### src/rtl/mem_access_unit.sv
// MINA2000 memory-access stage: one outstanding load/store on a valid/ready bus, registered writeback.
// Optional build macro MEM_ALIGN_CHECK_EN turns misaligned half/word accesses into a misalign fault.
module mem_access_unit #(
    parameter int ADDR_W = 32
) (
    input  logic              i_clk,
    input  logic              i_rst_n,
    input  logic              i_mem_valid,
    input  logic [4:0]        i_mem_rd_addr,
    input  logic [31:0]       i_mem_rd_data,
    input  logic [3:0]        i_mem_op,
    input  logic [31:0]       i_mem_data,
    output logic              o_stall,
    output logic              o_bus_req_valid,
    input  logic              i_bus_req_ready,
    output logic [ADDR_W-1:0] o_bus_addr,
    output logic              o_bus_we,
    output logic [3:0]        o_bus_be,
    output logic [31:0]       o_bus_wdata,
    input  logic              i_bus_rsp_valid,
    input  logic [31:0]       i_bus_rsp_rdata,
    output logic              o_wb_valid,
    output logic              o_wb_we,
    output logic [4:0]        o_wb_rd_addr,
    output logic [31:0]       o_wb_rd_data
`ifdef MEM_ALIGN_CHECK_EN
    ,
    output logic              o_misalign
`endif
);

    localparam logic [3:0] MEM_OP_NONE = 4'd0;
    localparam logic [3:0] MEM_OP_LB   = 4'd1;
    localparam logic [3:0] MEM_OP_LBU  = 4'd2;
    localparam logic [3:0] MEM_OP_LH   = 4'd3;
    localparam logic [3:0] MEM_OP_LHU  = 4'd4;
    localparam logic [3:0] MEM_OP_LW   = 4'd5;
    localparam logic [3:0] MEM_OP_SB   = 4'd6;
    localparam logic [3:0] MEM_OP_SH   = 4'd7;
    localparam logic [3:0] MEM_OP_SW   = 4'd8;

    typedef enum logic [1:0] {
        ST_IDLE = 2'd0,
        ST_REQ  = 2'd1,
        ST_WAIT = 2'd2
    } state_t;

    state_t r_state;
    state_t w_next_state;

    logic              w_stall;
    logic              w_accept;
    logic              w_pass;
    logic              w_fault;
    logic              w_done;
    logic              w_is_mem;
    logic              w_misaligned;
    logic [1:0]        w_a;

    logic [3:0]        r_op;
    logic [1:0]        r_a;
    logic [4:0]        r_rd_addr;
    logic              r_req_valid;
    logic [ADDR_W-1:0] r_bus_addr;
    logic              r_bus_we;
    logic [3:0]        r_bus_be;
    logic [31:0]       r_bus_wdata;
    logic              r_wb_valid;
    logic              r_wb_we;
    logic [4:0]        r_wb_rd_addr;
    logic [31:0]       r_wb_rd_data;
`ifdef MEM_ALIGN_CHECK_EN
    logic              r_misalign;
`endif

    function automatic logic is_load(input logic [3:0] op);
        return (op >= MEM_OP_LB) && (op <= MEM_OP_LW);
    endfunction

    function automatic logic is_store(input logic [3:0] op);
        return (op >= MEM_OP_SB) && (op <= MEM_OP_SW);
    endfunction

    function automatic logic is_byte(input logic [3:0] op);
        return (op == MEM_OP_LB) || (op == MEM_OP_LBU) || (op == MEM_OP_SB);
    endfunction

    function automatic logic is_half(input logic [3:0] op);
        return (op == MEM_OP_LH) || (op == MEM_OP_LHU) || (op == MEM_OP_SH);
    endfunction

    function automatic logic is_word(input logic [3:0] op);
        return (op == MEM_OP_LW) || (op == MEM_OP_SW);
    endfunction

    function automatic logic misaligned(input logic [3:0] op, input logic [1:0] a);
        return (is_half(op) && a[0]) || (is_word(op) && (a != 2'b00));
    endfunction

    // Half enables only look at a[1], so an odd half address is truncated for free.
    function automatic logic [3:0] lane_be(input logic [3:0] op, input logic [1:0] a);
        logic [3:0] be;
        if (is_byte(op)) begin
            be = 4'b0001 << a;
        end else if (is_half(op)) begin
            be = 4'b0011 << {a[1], 1'b0};
        end else begin
            be = 4'hF;
        end
        return be;
    endfunction

    function automatic logic [31:0] lane_wdata(input logic [3:0] op, input logic [31:0] d);
        logic [31:0] wd;
        if (is_byte(op)) begin
            wd = {4{d[7:0]}};
        end else if (is_half(op)) begin
            wd = {2{d[15:0]}};
        end else begin
            wd = d;
        end
        return wd;
    endfunction

    function automatic logic [31:0] load_extract(input logic [3:0] op, input logic [1:0] a,
                                                 input logic [31:0] rdata);
        logic [7:0]  b;
        logic [15:0] h;
        logic [31:0] res;
        case (a)
            2'd0:    b = rdata[7:0];
            2'd1:    b = rdata[15:8];
            2'd2:    b = rdata[23:16];
            2'd3:    b = rdata[31:24];
            default: b = 8'd0;
        endcase
        h = a[1] ? rdata[31:16] : rdata[15:0];
        case (op)
            MEM_OP_LB:  res = {{24{b[7]}}, b};
            MEM_OP_LBU: res = {24'd0, b};
            MEM_OP_LH:  res = {{16{h[15]}}, h};
            MEM_OP_LHU: res = {16'd0, h};
            default:    res = rdata;
        endcase
        return res;
    endfunction

    assign w_a      = i_mem_rd_data[1:0];
    assign w_is_mem = is_load(i_mem_op) || is_store(i_mem_op);
`ifdef MEM_ALIGN_CHECK_EN
    assign w_misaligned = misaligned(i_mem_op, w_a);
`else
    assign w_misaligned = 1'b0;
`endif

    // FSM state register
    always_ff @(posedge i_clk or negedge i_rst_n) begin
        if (!i_rst_n) begin
            r_state <= ST_IDLE;
        end else begin
            r_state <= w_next_state;
        end
    end

    // Next-state, stall and datapath strobes
    always_comb begin
        w_next_state = r_state;
        w_stall      = 1'b0;
        w_accept     = 1'b0;
        w_pass       = 1'b0;
        w_fault      = 1'b0;
        w_done       = 1'b0;
        case (r_state)
            ST_IDLE: begin
                if (i_mem_valid) begin
                    if (!w_is_mem) begin
                        w_pass = 1'b1;
                    end else if (w_misaligned) begin
                        w_fault = 1'b1;
                    end else begin
                        w_accept     = 1'b1;
                        w_stall      = 1'b1;
                        w_next_state = ST_REQ;
                    end
                end else begin
                    w_next_state = ST_IDLE;
                end
            end
            ST_REQ: begin
                w_stall = 1'b1;
                if (i_bus_req_ready) begin
                    w_next_state = ST_WAIT;
                end else begin
                    w_next_state = ST_REQ;
                end
            end
            ST_WAIT: begin
                if (i_bus_rsp_valid) begin
                    w_done       = 1'b1;
                    w_next_state = ST_IDLE;
                end else begin
                    w_stall = 1'b1;
                end
            end
            default: begin
                w_next_state = ST_IDLE;
            end
        endcase
    end

    // Bus request registers and writeback registers
    always_ff @(posedge i_clk or negedge i_rst_n) begin
        if (!i_rst_n) begin
            r_op         <= 4'd0;
            r_a          <= 2'd0;
            r_rd_addr    <= 5'd0;
            r_req_valid  <= 1'b0;
            r_bus_addr   <= '0;
            r_bus_we     <= 1'b0;
            r_bus_be     <= 4'd0;
            r_bus_wdata  <= 32'd0;
            r_wb_valid   <= 1'b0;
            r_wb_we      <= 1'b0;
            r_wb_rd_addr <= 5'd0;
            r_wb_rd_data <= 32'd0;
`ifdef MEM_ALIGN_CHECK_EN
            r_misalign   <= 1'b0;
`endif
        end else begin
            r_wb_valid <= 1'b0;
            r_wb_we    <= 1'b0;
`ifdef MEM_ALIGN_CHECK_EN
            r_misalign <= 1'b0;
`endif
            if (w_pass) begin
                r_wb_valid   <= 1'b1;
                r_wb_we      <= 1'b1;
                r_wb_rd_addr <= i_mem_rd_addr;
                r_wb_rd_data <= i_mem_rd_data;
            end else if (w_fault) begin
                r_wb_valid   <= 1'b1;
                r_wb_rd_addr <= i_mem_rd_addr;
                r_wb_rd_data <= 32'd0;
`ifdef MEM_ALIGN_CHECK_EN
                r_misalign   <= 1'b1;
`endif
            end else if (w_done) begin
                r_wb_valid   <= 1'b1;
                r_wb_we      <= is_load(r_op);
                r_wb_rd_addr <= r_rd_addr;
                r_wb_rd_data <= is_load(r_op) ? load_extract(r_op, r_a, i_bus_rsp_rdata) : 32'd0;
            end

            if (w_accept) begin
                r_op        <= i_mem_op;
                r_a         <= w_a;
                r_rd_addr   <= i_mem_rd_addr;
                r_req_valid <= 1'b1;
                r_bus_addr  <= {i_mem_rd_data[ADDR_W-1:2], 2'b00};
                r_bus_we    <= is_store(i_mem_op);
                r_bus_be    <= lane_be(i_mem_op, w_a);
                r_bus_wdata <= lane_wdata(i_mem_op, i_mem_data);
            end else if ((r_state == ST_REQ) && i_bus_req_ready) begin
                r_req_valid <= 1'b0;
            end
        end
    end

    assign o_stall         = w_stall;
    assign o_bus_req_valid = r_req_valid;
    assign o_bus_addr      = r_bus_addr;
    assign o_bus_we        = r_bus_we;
    assign o_bus_be        = r_bus_be;
    assign o_bus_wdata     = r_bus_wdata;
    assign o_wb_valid      = r_wb_valid;
    assign o_wb_we         = r_wb_we;
    assign o_wb_rd_addr    = r_wb_rd_addr;
    assign o_wb_rd_data    = r_wb_rd_data;
`ifdef MEM_ALIGN_CHECK_EN
    assign o_misalign      = r_misalign;
`endif

endmodule
### config.mk
export PLATFORM = sky130hd
export DESIGN_NAME = mem_access_unit
export DESIGN_NICKNAME = d
export VERILOG_FILES = /design/src/rtl/mem_access_unit.sv
export SDC_FILE = /design/constraint.sdc
export NUM_CORES = 1
export LEC_CHECK = 0
export ABC_AREA = 1
export ABC_CLOCK_PERIOD_IN_PS = 1600
export CAP_MARGIN = 20
export CORE_ASPECT_RATIO = 1.5
export CORE_MARGIN = 2
export CORE_UTILIZATION = 46
export CTS_CLUSTER_DIAMETER = 150
export CTS_CLUSTER_SIZE = 16
export DETAILED_ROUTE_END_ITERATION = 10
export PLACE_DENSITY = 0.82
export SETUP_SLACK_MARGIN = 0.15
export SLEW_MARGIN = 20
export SYNTH_ARGS = -nofsm -noshare
export SYNTH_HDL_FRONTEND = slang
export SYNTH_SLANG_ARGS = --single-unit
export TNS_END_PERCENT = 30
### constraint.sdc
create_clock -name i_clk -period 1.6 [get_ports i_clk]
set_input_delay 0.24 -clock i_clk [delete_from_list [all_inputs] [get_ports i_clk]]
set_output_delay 0.24 -clock i_clk [all_outputs]
set_load 0.05 [all_outputs]
==> summary.md, run 1 <==
| Metric | Value |
|---|---|
| Status | complete, but fails checks |
| Failing checks | setup timing |
| Vias in the first global route | 6745 |
| Crit start category | register |
| Dpl cell area | 8690 sq um |
| Largest net degree at the start of global routing | 58 |
| Fin. max-slew vios | 0 |
| First-pass GRT wire length | 33.4 mm |
| Maxcap violations | 0 |
| CTS Root Buffer Type | clkbuf_16 |
| Type of destination of the critical path | primary output |
| Drt via density | 5.29 |
| GRT Total Usage | 28.9% |
| Setup ws final | -129 ps |
| Post-Place Cells | 1237 |
| Max incr delay on CP | 420 ps |
| Clock sink total | 120 |
| Min-delay worst type | in -> async |
| Worst path bufs/invs | 4 |
| Synthesized instance count | 840 |
| ANT cells | 0 |
| Vias | 6879 |
| Critical path peak fanout | 3 |
| Combinational Power Share | 60.1% |
| Die Area | 14400 sq um |
| CTS Buf Count | 17 |
| Mapped Area | 6200 sq um |
| Die Wd | 98.8 microns |
| Leakage | 5.30 nW |
| I/O pin count | 220 |
| # rows | 51 |
| Critical path cell sequence | inv_2 -> nand3_4 -> inv_2 -> buf_6 -> nand2_8 -> nand3_4 -> buf_12 |
| Required @ worst endpoint | 1360 ps |
| Crit-path leading delay family | buffers and inverters |
| F_max | 578 MHz |
| Initial antenna violation count | 0 |
| PD cells | 2370 nW/um^2 |
| RSZ-0062 raised after global routing | yes |
| Htree depth | 4 |
| Initial core utilization | 47.4% |
| Die height | 146 microns |
| Final count of negative-setup-slack endpoints | 40 |
| Area grow syn2layout | 65.3% |
| WP data arrival | 1490 ps |
| Setup CP Type | reg -> out |
| Slowest cell on the critical path | dfrtp_1 |
| Pre-antenna DRT Iters | 5 |
| Final Core Density | 78.3% |
| Detailed placer's ending HPWL | 14.5 mm |
| DRC | 0 |
| Hold slack | 231 ps |
| Antenna-violating nets left | 0 |
| CTS tree | built |
| Total gr overflow | 0 |
| Clock skew | 11.9 ps |
| CTS Buffer Depth | 2 |
| Crit path time final | 1730 ps |
| NetSw | 11.8 mW |
| Yosys reg bits | 120 |
| Final-report hold violation count | 0 |
| P_int | 12.4 mW |
| Clock share of power | 17.3% |
| Layout cells sized above 1 | 28.5% |
| Post-detailed-routing wire length | 22.7 mm |
| Yosys synthesis warning count | 0 |
| Sw frac | 48.7% |
| Avg Cell Area, Syn | 7.38 sq um |
| Yosys cell types | 27 |
| Fin nets | 1238 |
| Seq pwr share | 22.6% |
| Port Buf Inserts | 217 |
| Worst R2R Setup Slack | -110 ps |
| Drt first-iter violations | 498 |
| RePlAce Congestion | 0.994 |
| Post-route cell area | 10200 sq um |
| Non-Filler Instances | 1300 |
| Worst-Skew Late Latency | 420 ps |
| Fin Setup TNS | -2060 ps |
| Core Area | 13100 sq um |
| Routed wire length per instance | 17.4 microns |
| Largest vdd supply drop | 1.49 mV |
| Seq/Total Area, Yosys | 48.5% |
| Fin crit share | 108% |
| Worst-path clk slew | 60 ps |
[area by class of cell]
| class | count | area [sq um] |
|---|---|---|
| fill | 859 | 2840 |
| inverter | 94 | 392 |
| multi-input combinational | 586 | 2940 |
| timing repair buffer | 305 | 3010 |
| sequential | 120 | 3010 |
| clock inverter | 13 | 191 |
| tap | 159 | 199 |
| timing repair inverter | 4 | 52.6 |
| clock buffer | 19 | 453 |
[synthesized netlist by cell type, drive strengths merged]
library cell / number / area, sq um
nand2: 354 / 1350
dfrtp: 120 / 3000
inv: 94 / 358
o21ai: 80 / 400
nand3: 54 / 285
buf: 37 / 241
nor2: 34 / 135
a21oi: 28 / 140
o211ai: 9 / 67.6
a21boi: 8 / 60.1
a2bb2oi: 8 / 70.1
o21a: 5 / 37.5
clkbuf: 4 / 15.0
conb: 1 / 3.75
nand3b: 1 / 7.51
nand4: 1 / 6.26
o22ai: 1 / 6.26
or2: 1 / 6.26
[cells by family after synthesis]
group           synth area share, %
other cells                  0.0605
flops                          48.5
buf+inv                        9.91
simple gates                   29.0
compound gates                 12.6
[routing by layer]
| metal | track usage, % | share of wire, % |
|---|---|---|
| met5 | 0 | 0 |
| met4 | 13.2 | 4.4 |
| met3 | 5.55 | 5.0 |
| met2 | 51.6 | 54 |
| met1 | 32.7 | 37 |
[per-stage QoR]
step / setup WS [ps] / power, mW
2_1_floorplan: 164 / 13.6
3_3_place_gp: -206 / 17.9
3_5_place_dp: -295 / 18.1
4_1_cts: -67.7 / 23.2
5_1_grt: -174 / 25.3
6_report: -129 / 24.2
[registers in the layout, summed over array words and instances, names as in the netlist]
name / count
o_bus_addr: 30
o_bus_be: 4
o_bus_req_valid: 1
o_bus_wdata: 32
o_bus_we: 1
o_wb_rd_addr: 5
o_wb_rd_data: 32
o_wb_valid: 1
o_wb_we: 1
r_a: 2
r_op: 4
r_rd_addr: 5
r_state: 2
[cell usage in the layout, fill, tap and decap left out, types with 3 or more instances in the layout]
cell type | synthesis | routed
inv_1 | 87 | 81
clkbuf_16 | 0 | 23
clkinv_8 | 0 | 3
buf_8 | 0 | 3
nor2_2 | 0 | 5
o211ai_1 | 9 | 9
buf_4 | 15 | 157
nand3_1 | 51 | 31
nand2_2 | 7 | 18
buf_6 | 3 | 9
clkinv_4 | 0 | 4
bufinv_16 | 0 | 4
nor2_4 | 1 | 6
o21a_1 | 5 | 5
nand2_4 | 1 | 8
a21oi_2 | 0 | 7
nor2_1 | 33 | 23
nand3_2 | 3 | 19
buf_12 | 0 | 18
clkdlybuf4s50_1 | 0 | 105
nand2_1 | 346 | 327
dfrtp_1 | 120 | 117
o21ai_1 | 18 | 35
nand3_4 | 0 | 4
a2bb2oi_1 | 8 | 5
buf_16 | 0 | 3
o21ai_0 | 62 | 43
a21boi_1 | 8 | 6
inv_6 | 1 | 4
inv_2 | 6 | 9
dfrtp_2 | 0 | 3
a2bb2oi_2 | 0 | 3
a21oi_1 | 28 | 20
[worst paths after layout]
path,from,to,cells after the start
max in group asynchronous,i_rst_n,r_op[0],3
min in group i_clk,i_mem_op[2],r_op[2],4
worst max register to register,r_state[1],o_bus_wdata[0],9
worst min register to register,o_bus_addr[22],o_bus_addr[22],2
worst min-delay path,i_rst_n,o_bus_addr[15],2
worst max-delay path,r_state[1],o_stall,7
[repair_timing]
item | in CTS | in global routing
buffers inserted | 14 | 4
resized for setup | 63 | 93
gates cloned | 4 | 8
endpoints found under the hold margin | 19 | 0
pin swaps | 8 | 12
endpoints found under the setup margin | 83 | 120
hold buffers | 1 | 0
[power by group through the flow]
stage / clock network, mW / logic [mW] / registers [mW]
global placement: 0 / 12.6 / 5.32
CTS: 4.19 / 13.6 / 5.38
floorplan: 0 / 3.90 / 9.68
global route: 4.34 / 15.4 / 5.61
finish: 4.20 / 14.6 / 5.48
detailed placement: 0 / 12.8 / 5.34
Power figures use the tool's default switching activity.
==> inputs of run 2 (changes only) <==
CORE_ASPECT_RATIO = 1.4   (was 1.5)
HOLD_SLACK_MARGIN = 0.15   (was not set)
==> run 2 against run 1 <==
Net effect:
- sequential power decreased by 2%
- fmax increased by 5.6%
- the flow still finishes with violations (setup timing)
- register-to-register slack improved by 120 ps
==> summary.md, run 2 (synthesized netlist as in run 1, its figures left out) <==
| Metric | Value |
|---|---|
| Status | complete, but fails checks |
| Failing checks | setup timing |
| Most frequent cells in the layout | 344 x nand2_1, 162 x buf_4, 119 x dfrtp_1 |
| Fin crit share | 102% (-5.7 points) |
| Initial antenna violation count | 0 (unchanged) |
| Final count of negative-setup-slack endpoints | 1 (-98%) |
| Vias | 6501 (-5.5%) |
| CTS Buffer Depth | 2 (unchanged) |
| Die height | 141 microns (-3.3%) |
| CP startpoint | r_state[1] |
| Fin nets | 1223 (-1.2%) |
| Total gr overflow | 0 (unchanged) |
| Critical path peak fanout | 2 (-1) |
| Required @ worst endpoint | 1360 ps (about the same) |
| Vias in the first global route | 6484 (-3.9%) |
| Worst path bufs/invs | 4 (unchanged) |
| Detailed placer's ending HPWL | 14.4 mm (-0.56%) |
| Reg2reg end | o_wb_rd_data[16] |
| Initial core utilization | 46.7% (-0.65 points) |
| # rows | 50 (-2.0%) |
| Most common cell after layout, fill and taps aside | nand2_1 |
| CTS Root Buffer Type | clkbuf_16 |
| Critical path cell sequence | inv_2 -> nand3_2 -> inv_2 -> buf_6 -> nand2_8 -> nand3_4 -> buf_12 |
| RSZ-0062 raised after global routing | yes |
| Clock skew | 9.35 ps (-2.58 ps) |
| Htree depth | 4 (unchanged) |
| Routed wire length per instance | 15.2 microns (-13%) |
| Pre-antenna DRT Iters | 5 (unchanged) |
| Area grow syn2layout | 56.0% |
| Setup CP Type | reg -> out |
| CTS Buf Count | 17 (unchanged) |
| Multi-input logic area | 2670 sq um (-9.0%) |
| Drt first-iter violations | 299 (-40%) |
| Register area | 3000 sq um (about the same) |
| PD cells | 2330 nW/um^2 (-1.7%) |
| Largest net degree at the start of global routing | 51 (-12%) |
| WP data arrival | 1400 ps (-90 ps) |
| DRC | 0 (unchanged) |
| Worst-path clk slew | 60 ps (about the same) |
| Worst R2R Setup Slack | 10 ps (+120 ps) |
| Max incr delay on CP | 400 ps (-20 ps) |
| Core Area | 13300 sq um (+1.4%) |
| Crit path time final | 1640 ps (-91.4 ps) |
| Die Wd | 102 microns (+3.4%) |
| Antenna-violating nets left | 0 (unchanged) |
| Final Core Density | 72.9% (-5.4 points) |
| Layout cells sized above 1 | 22.9% (-5.6 points) |
| Final-report hold violation count | 0 (unchanged) |
| Post-Place Cells | 1266 (+2.3%) |
| R2r worst-path depth | 11 (+2) |
| Largest vdd supply drop | 1.49 mV (-0.48%) |
| Leakage | 5.06 nW (-4.4%) |
| Non-Filler Instances | 1308 (+0.62%) |
| Setup ws final | -37.5 ps (+91.4 ps) |
| First-pass GRT wire length | 31.6 mm (-5.5%) |
| Fillers | 1027 (+20%) |
| Worst-Skew Late Latency | 420 ps (about the same) |
| F_max | 611 MHz (+5.6%) |
| Maxcap violations | 0 (unchanged) |
| Slowest cell on the critical path | dfrtp_1 |
| Crit start category | register |
| Type of destination of the critical path | primary output |
| Port Buf Inserts | 217 (unchanged) |
| Crit-path leading delay family | flip-flops |
| Fin. max-slew vios | 0 (unchanged) |
| RePlAce Congestion | 0.935 (-6.0%) |
| Min-delay worst type | in -> async |
| GRT Total Usage | 28.2% (-0.62 points) |
| ANT cells | 0 (unchanged) |
| Post-detailed-routing wire length | 19.9 mm (-12%) |
| CTS tree | built |
| Drt via density | 4.97 (-6.1%) |
| Clock sink total | 120 (unchanged) |
| Worst reg2reg startpoint | r_state[1] |
| I/O pin count | 220 (unchanged) |
| Die Area | 14400 sq um (about the same) |
| CP dominant cell by count | inv_2 |
## run 2: cell count changes in the layout (fill, tap and decap cells not counted), sizes merged
cell           change
clkdlybuf4s50      -1
dlymetal6s2s       -1
clkinvlp           +3
inv                -2
bufinv             -1
buf                -8
bufbuf             +3
clkbuf             -6
clkinv             -4
dlygate4sd2        +2
## run 2: layout make-up
class	count	share of cell area (%)
clock inverters	13	1.76
inverters	94	3.78
well taps	182	2.36
repair buffers	294	28.7
multi-input cells	586	27.7
clock buffers	19	4.68
flip-flops and latches	120	31.1
## run 2: worst max path at each step
stage / to / slack (ps) / cells after the start
after floorplan: o_stall / 160 / 7
after global placement: r_rd_addr[4] / -220 / 11
after detailed placement: o_wb_rd_data[16] / -320 / 10
after CTS: o_stall / -30 / 7
after global routing: o_stall / -120 / 7
final: o_stall / -40 / 7
## run 2: power by group
group          total, mW  internal [mW]  switching, mW
combinational       13.1           4.48           8.65
sequential          5.35           4.47          0.875
clock               4.00           2.55           1.46
## run 2: stage by stage
step | total power [mW] | hold slack [ps] | cell area (sq um) | worst slack, ps | setup TNS [ps]
after floorplan | 13.6 | -55.6 | 6210 | 164 | 0
after global routing | 23.7 | 251 | 9670 | -125 | -3010
final | 22.5 | 229 | 9670 | -37.5 | -37.5
after CTS | 22.5 | 218 | 9650 | -34.0 | -34.0
after detailed placement | 18.0 | 114 | 8790 | -321 | -27830
after global placement | 17.8 | 116 | 8790 | -216 | -20410
## run 2: worst register-to-register path, cell delays in order, from the launching register on
cell and delay (ps):
dfrtp_1 400, inv_2 70, nand3_2 80, inv_2 70, buf_4 100, nand3_2 130, buf_12 170, nand2_1 50
inv_1 40, nand2_1 110, buf_12 150, o21ai_0 90
## run 2: per-layer routing
metal	part of all wire [%]	track usage, %	routed length (microns)
met5	0	0	0
met4	3.6	12.6	716
met3	6.3	6.65	1260
met2	52	49.4	10300
met1	38	32.3	7650
## run 2: what timing repair did
item,4_1_cts,5_1_grt
resized for setup,39,8
cloned,3,0
endpoints found under the hold margin,120,0
pin swaps,1,0
endpoints found under the setup margin,96,117
buffers inserted,5,1
hold buffers,1,0
